==> src/rtl/serial_adder_2b.sv <==
`default_nettype none
// ============================================================================
// Module   : serial_adder_2b
// Summary  : Multi-cycle WIDTH-bit adder (a + b + cin) that consumes two bits
//            per clock through a single 2-bit full adder. The carry is
//            registered between digits. The result is presented as a
//            registered sum/cout pair with a start/busy/done handshake.
// Revision : 1.0 - initial release
// ============================================================================

// ----------------------------------------------------------------------------
// twoBitAdder: combinational 2-bit full adder used as the per-digit datapath.
// ----------------------------------------------------------------------------
module twoBitAdder (
  input  logic [1:0] a,
  input  logic [1:0] b,
  input  logic       cin,
  output logic [1:0] s,
  output logic       cout
);

  // Three-bit sum of two 2-bit digits and a carry.
  assign {cout, s} = {1'b0, a} + {1'b0, b} + {2'b00, cin};

endmodule

// ----------------------------------------------------------------------------
// serial_adder_2b: digit-serial word adder around one twoBitAdder.
// ----------------------------------------------------------------------------
module serial_adder_2b #(
  parameter int WIDTH = 8
) (
  input  logic             clk,
  input  logic             rst_n,
  input  logic             start,
  input  logic [WIDTH-1:0] a,
  input  logic [WIDTH-1:0] b,
  input  logic             cin,
  output logic             busy,
  output logic             done,
  output logic [WIDTH-1:0] sum,
  output logic             cout
);

  localparam int N  = WIDTH / 2;
  localparam int CW = (N > 1) ? $clog2(N) : 1;
  localparam logic [CW-1:0] LAST_CNT = CW'(N - 1);

  typedef enum logic [1:0] {
    IDLE = 2'd0,
    RUN  = 2'd1,
    DONE = 2'd2
  } state_t;

  state_t           state;
  state_t           state_nxt;
  logic             accept;
  logic             last_step;

  logic [WIDTH-1:0] a_sh;
  logic [WIDTH-1:0] b_sh;
  logic [WIDTH-1:0] acc;
  logic [WIDTH-1:0] acc_nxt;
  logic             carry;
  logic [CW-1:0]    cnt;

  logic [1:0]       dig_s;
  logic             dig_c;

  // Single digit adder: low digit of each shifted operand plus stored carry.
  twoBitAdder u_digit_add (
    .a    (a_sh[1:0]),
    .b    (b_sh[1:0]),
    .cin  (carry),
    .s    (dig_s),
    .cout (dig_c)
  );

  // New digit enters the accumulator at the MSB end; for a single-digit word
  // the accumulator is just that digit.
  generate
    if (WIDTH > 2) begin : g_acc_wide
      assign acc_nxt = {dig_s, acc[WIDTH-1:2]};
    end else begin : g_acc_narrow
      assign acc_nxt = dig_s;
    end
  endgenerate

  assign last_step = (cnt == LAST_CNT);

  // Status outputs are decoded straight from the registered state.
  assign busy = (state == RUN);
  assign done = (state == DONE);

  // State register.
  always_ff @(posedge clk or negedge rst_n) begin
    if (!rst_n) begin
      state <= IDLE;
    end else begin
      state <= state_nxt;
    end
  end

  // Next-state logic; start is only honoured while idle or reporting done.
  always_comb begin
    state_nxt = state;
    accept    = 1'b0;
    case (state)
      IDLE: begin
        if (start) begin
          accept    = 1'b1;
          state_nxt = RUN;
        end
      end
      RUN: begin
        if (last_step) begin
          state_nxt = DONE;
        end
      end
      DONE: begin
        if (start) begin
          accept    = 1'b1;
          state_nxt = RUN;
        end else begin
          state_nxt = IDLE;
        end
      end
      default: begin
        state_nxt = IDLE;
      end
    endcase
  end

  // Operand capture, per-digit shift/accumulate, and result update on the
  // final digit; sum/cout hold their value at all other times.
  always_ff @(posedge clk or negedge rst_n) begin
    if (!rst_n) begin
      a_sh  <= '0;
      b_sh  <= '0;
      acc   <= '0;
      carry <= 1'b0;
      cnt   <= '0;
      sum   <= '0;
      cout  <= 1'b0;
    end else if (accept) begin
      a_sh  <= a;
      b_sh  <= b;
      carry <= cin;
      acc   <= '0;
      cnt   <= '0;
    end else if (state == RUN) begin
      a_sh  <= a_sh >> 2;
      b_sh  <= b_sh >> 2;
      carry <= dig_c;
      acc   <= acc_nxt;
      cnt   <= cnt + CW'(1);
      if (last_step) begin
        sum  <= acc_nxt;
        cout <= dig_c;
      end
    end
  end

endmodule

`default_nettype wire

==> config.mk <==
export PLATFORM = sky130hd
export DESIGN_NAME = serial_adder_2b
export DESIGN_NICKNAME = d
export VERILOG_FILES = /design/src/rtl/serial_adder_2b.sv
export SDC_FILE = /design/constraint.sdc
export NUM_CORES = 1
export LEC_CHECK = 0
export CAP_MARGIN = 10
export CORE_ASPECT_RATIO = 0.5
export CORE_MARGIN = 1
export CORE_UTILIZATION = 51
export CTS_CLUSTER_DIAMETER = 100
export DETAILED_ROUTE_END_ITERATION = 10
export HOLD_SLACK_MARGIN = 0.03
export MAX_ROUTING_LAYER = met4
export PLACE_DENSITY = 0.79
export SYNTH_ARGS = -nofsm -noshare
export SYNTH_HDL_FRONTEND = slang
export SYNTH_SLANG_ARGS = --single-unit
==> constraint.sdc <==
create_clock -name clk -period 2.1 [get_ports clk]
set_input_delay 0.42 -clock clk [delete_from_list [all_inputs] [get_ports clk]]
set_output_delay 0.42 -clock clk [all_outputs]
set_load 0.02 [all_outputs]
# [Yosys cells after proc, flatten, opt, wreduce, memory -nomap -nowiden]
# Index checks and enable logic that the tools add are counted.
[word_totals] regBits=38 inputBits=20 output_inout_bits=11 wordCells=38
[classes] add_sub_neg=3 n_eq_ne=5 mux=16 n_bitwise=1 n_reduce_logical=5
[ops] operator="8-bit two-way mux" n=6
[ops] operator="2-bit two-way mux" n=4
[ops] operator="2-bit case mux with 3 select lines" n=1
[ops] operator="1-bit two-way mux" n=5
[ops] operator="2-bit == test, second input constant" n=2
[ops] operator="2-bit by 2-bit adder with 3-bit output" n=1
[ops] operator="3-bit by 1-bit adder with 3-bit output" n=1
[ops] operator="3-bit AND reduction" n=1
[ops] operator="2-bit by 1-bit adder with 2-bit output, second input constant" n=1
[ops] operator="2-bit by 1-bit == test with 1-bit output, second input constant" n=1
[ops] operator="2-bit zero test" n=1
[ops] operator="2-bit by 1-bit != test with 1-bit output, second input constant" n=1
[ops] operator="2-bit != test, second input constant" n=1
[ops] operator="2-bit AND reduction" n=1
[ops] operator="2-bit nonzero test" n=1
[ops] operator="2-bit OR reduction" n=1
[ops] operator="1-bit inverter" n=1

# [Depth between registers and ports, before layout]
[depth] word_depth=5 mapped_depth=6 depth_no_buf=5

# [Hierarchy]
# From an unflattened synthesis, not the netlist that was laid out.
[hier_totals] hier_cells=140 area_unflattened_um2=1841.8
[modules_own_cells] mod="serial_adder_2b" n_inst=1 cells_each=130 area_each_um2=1771.7 seq_area_each_um2=900.9
[modules_own_cells] mod="twoBitAdder" n_inst=1 cells_each=10 area_each_um2=70.1 seq_area_each_um2=0.0

# [Least setup slack after synthesis]
# OpenSTA, ideal clock, no wires.
[synth_path] kind="register to register" start="register a_sh[0]" end="register carry" setup_time_ps=77 arrival_time_ps=1559 t_required_ps=2023 slack_ps=463 stages_incl_launch_ff=6 period_less_slack_ps=1637 cell_sequence="dfrtp_1 -> inv_1 -> fa_1 -> fa_1 -> mux2_2 -> a21oi_1"
[synth_between] elab_chain_len=4
[synth_lines] element="from (decl)" line="60" rtl="logic [WIDTH-1:0] a_sh;"
[synth_lines] element="from (signal assigned)" line="152" rtl="a_sh <= a_sh >> 2;"
[synth_lines] element="2-bit by 2-bit adder with 3-bit output" line="23" rtl="assign {cout, s} = {1'b0, a} + {1'b0, b} + {2'b00, cin};"
[synth_lines] element="3-bit by 1-bit adder with 3-bit output" line="23"
[synth_lines] element="1-bit two-way mux" line="151" rtl="end else if (state == RUN) begin"
[synth_lines] element="1-bit two-way mux" line="145" rtl="end else if (accept) begin"
[synth_lines] element="to (signal assigned)" line="148" rtl="carry <= cin;"
[synth_lines] element="to (signal assigned)" line="154" rtl="carry <= dig_c;"
[synth_lines] element="to (decl)" line="64" rtl="logic carry;"
# Every way passes these cells. The select of a mux whose other input is x is not followed.
# A chain may end at the register's enable or synchronous reset.

# [Worst setup path in the final report]
[layout_path] start="register state[0]" end="output port done"
[layout_between] elab_chain_len=1
[layout_lines] element="from (decl)" line="55" rtl="state_t state;"
[layout_lines] element="from (signal assigned)" line="100" rtl="state <= state_nxt;"
[layout_lines] element="2-bit == test" line="93" rtl="assign done = (state == DONE);"
[layout_lines] element="to (decl)" line="40" rtl="output logic done,"
# Every way passes these cells.

==> metrics.txt <==
DR top layer met4; Int Pwr 2.04 mW; Worst setup SP type flop; routed length per placed instance 15.1 um; Die H 41.9 um; DRT met1 WL 1.51 mm; minimum clock period 1.98 ns; fmax 0.504 GHz; Net Count, Synth 158; synth top area cells dfrtp_1 (56%), a22o_1 (4.9%), mux2_2 (4.9%); pwr dens 1580 mW/mm2; clk sinks 36; Post-Route Skew 0.00703 ns; total grt overflow 0; simple-gate share of the synthesized area 0.113; FF+latch count, synth 36; Ys Warns 0; largest family of logic cells by synthesized area compound AO/OA/AOI/OAI gates; met3 wire len 155 um; met2 WL 1.50 mm; vias in the first global route 1112; Core ar. 0.00301 mm2; Comb pwr share 0.458; Clk network pwr share 0.153; initial antenna violation count 0; post-synth top area share 0.555; Final HPWL DP 2.24 mm; vias per std cell 5.44; post-route cell area 0.00206 mm2; status finished clean; share of cells above drive strength 1 0.175; worst-skew pair later-pin latency 0.28 ns; initial core utilization 0.539; XOR/XNOR share of the synthesized area 0; Sw Ratio 0.373; clock transition at the registers of the reported paths 0.07 ns; Post-synth EDFFs 0; Worst Max-Slew Pin Slew 0.442 ns; CP Class reg -> out; Leakage Power 0.922 nW; # DRC 0; # IOs 31; final RePlAce weighted congestion 0.799; Max clock buf depth 2; Critical Path AT 1.56 ns; Placed Area 0.00196 mm2; nets 193; Pwr Total 3.25 mW; largest net degree at the start of global routing 37; Root Driver clkbuf_8; PortBufs 30; critical path required time 1.68 ns; GRT Resource Usage Total 0.222; total CTS buffers 5; post-route ant nets 0; max_cap viols 0; Vias 1147; TNS Setup 0 ns; Hold Fails Final Rpt 0; worst hold margin 0.481 ns; Initial DRC Count 45; Slew headroom 0.706; Synth Area in Compound Gates 0.144; RSZ-0062 raised after global routing false; first-pass GRT wire length 5.24 mm; Die Area 0.00343 mm2; ys flop type dfrtp_1; top-count cell post-synth dfrtp_1; die width 81.8 um; Sw Pwr 1.21 mW; H-tree levels 2; cell area after synthesis 0.00162 mm2; asr flop ratio synth 1.00; Placement Rows 14; mux share of post-synthesis cell area 0.101; sequential area share after synthesis 0.555; Critical Path Sink Type output pin; period utilization 0.944; area leader, netlist dfrtp_1; fin. max-slew vios 0; CTS tree built; Antenna Cells 0; Crit Path Max Fanout 11; commonest cells in the netlist dfrtp_1 (36), a22o_1 (9), nor2_1 (9), nor3_1 (8), o22ai_1 (8); sequential fraction of design power 0.388; VDD IR max 0.685 mV; hold_buf cts 0; fillers 233; # Post-CTS Setup Buffers 0; Pre-antenna DRT Iters 4; syn_area_per_cell 12.0 um2; endpoints failing setup 0; Adder-Cell Fraction of Synth Area 0.0324; Syn Inst Count 135; Routed Wire Length 3.19 mm; Area growth syn-to-layout 26.8%; Hold Crit Class reg -> reg; post-synthesis cell type count 26
routing by layer:
metal | track usage | vias up
li1 | - | 553
met1 | 0.298 | 557
met2 | 0.319 | 32
met3 | 0.0659 | 5
met4 | 0.0842 | 0
met5 | - | -
power by group through the flow:
stage / registers, mW / clock network [mW] / logic [mW]
finish: 1.26 / 0.498 / 1.49
global route: 1.30 / 0.540 / 1.64
CTS: 1.26 / 0.510 / 1.49
detailed placement: 1.27 / 0 / 1.48
global placement: 1.24 / 0 / 1.44
floorplan: 1.28 / 0 / 0.994
metrics by stage:
step	std cells	setup slack [ns]	utilization
2_1_floorplan	135	0.463	-
3_3_place_gp	203	0.411	0.652
3_5_place_dp	203	0.356	0.652
4_1_cts	211	0.0459	0.682
5_1_grt	211	0.0635	0.683
6_report	211	0.118	0.683
path summary, 6_finish.rpt:
kind,startpoint,end,slack [ns],cells after the start
min in group asynchronous,rst_n,sum[7],0.54,2
hold / removal,sum[6],sum[6],0.48,2
hold reg to reg,sum[6],sum[6],0.48,2
max in group asynchronous,rst_n,state[0],1.22,2
setup / recovery,state[0],done,0.12,2
setup reg to reg,a_sh[0],carry,0.36,5
logic make-up after synthesis:
| kind of cell | Yosys count |
|---|---|
| flops | 36 |
| compound gates | 34 |
| simple gates | 32 |
| buf+inv | 16 |
| mux | 14 |
| fa+ha+maj | 3 |
area by class of cell:
type | instances | area (um2) | area share
tap | 40 | 50.0 | 0.0243
sequential | 36 | 902 | 0.439
multi-input combinational | 83 | 633 | 0.308
clock inverter | 2 | 10.0 | 0.00487
inverter | 7 | 26.3 | 0.0128
clock buffer | 6 | 82.6 | 0.0401
timing repair buffer | 37 | 353 | 0.172
cells in the final DEF, fill, tap and decap left out, types with 2 or more instances in the layout:
| master | instances |
|---|---|
| dfrtp_1 | 35 |
| clkdlybuf4s50_1 | 30 |
| a22o_1 | 9 |
| nor2_1 | 9 |
| o22ai_1 | 8 |
| nor3_1 | 8 |
| inv_1 | 7 |
| mux2_2 | 7 |
| buf_4 | 7 |
| nor2b_1 | 6 |
| clkbuf_8 | 6 |
| o21ai_0 | 5 |
| a211oi_1 | 5 |
| a21oi_1 | 5 |
| mux2i_1 | 4 |
| mux2_4 | 3 |
| nand2_1 | 3 |
| o2bb2ai_1 | 2 |
| fa_1 | 2 |
| clkinv_2 | 2 |
sequential cells by signal (all words and copies together) (netlist names):
signal and count:
a_sh 8, b_sh 8, sum 8, acc 6, cnt 2, state 2, carry 1, cout 1
worst max-delay path: stages, from the launching register on:
cell	delay, ns
dfrtp_2	0.49
nor2b_1	0.16
clkdlybuf4s50_1	0.62
repair_timing:
action | in CTS | in global routing
endpoints found under the setup margin | 0 | 2
gates resized for setup | 0 | 1
endpoints found under the hold margin | 0 | 0
Power figures use the tool's default switching activity.
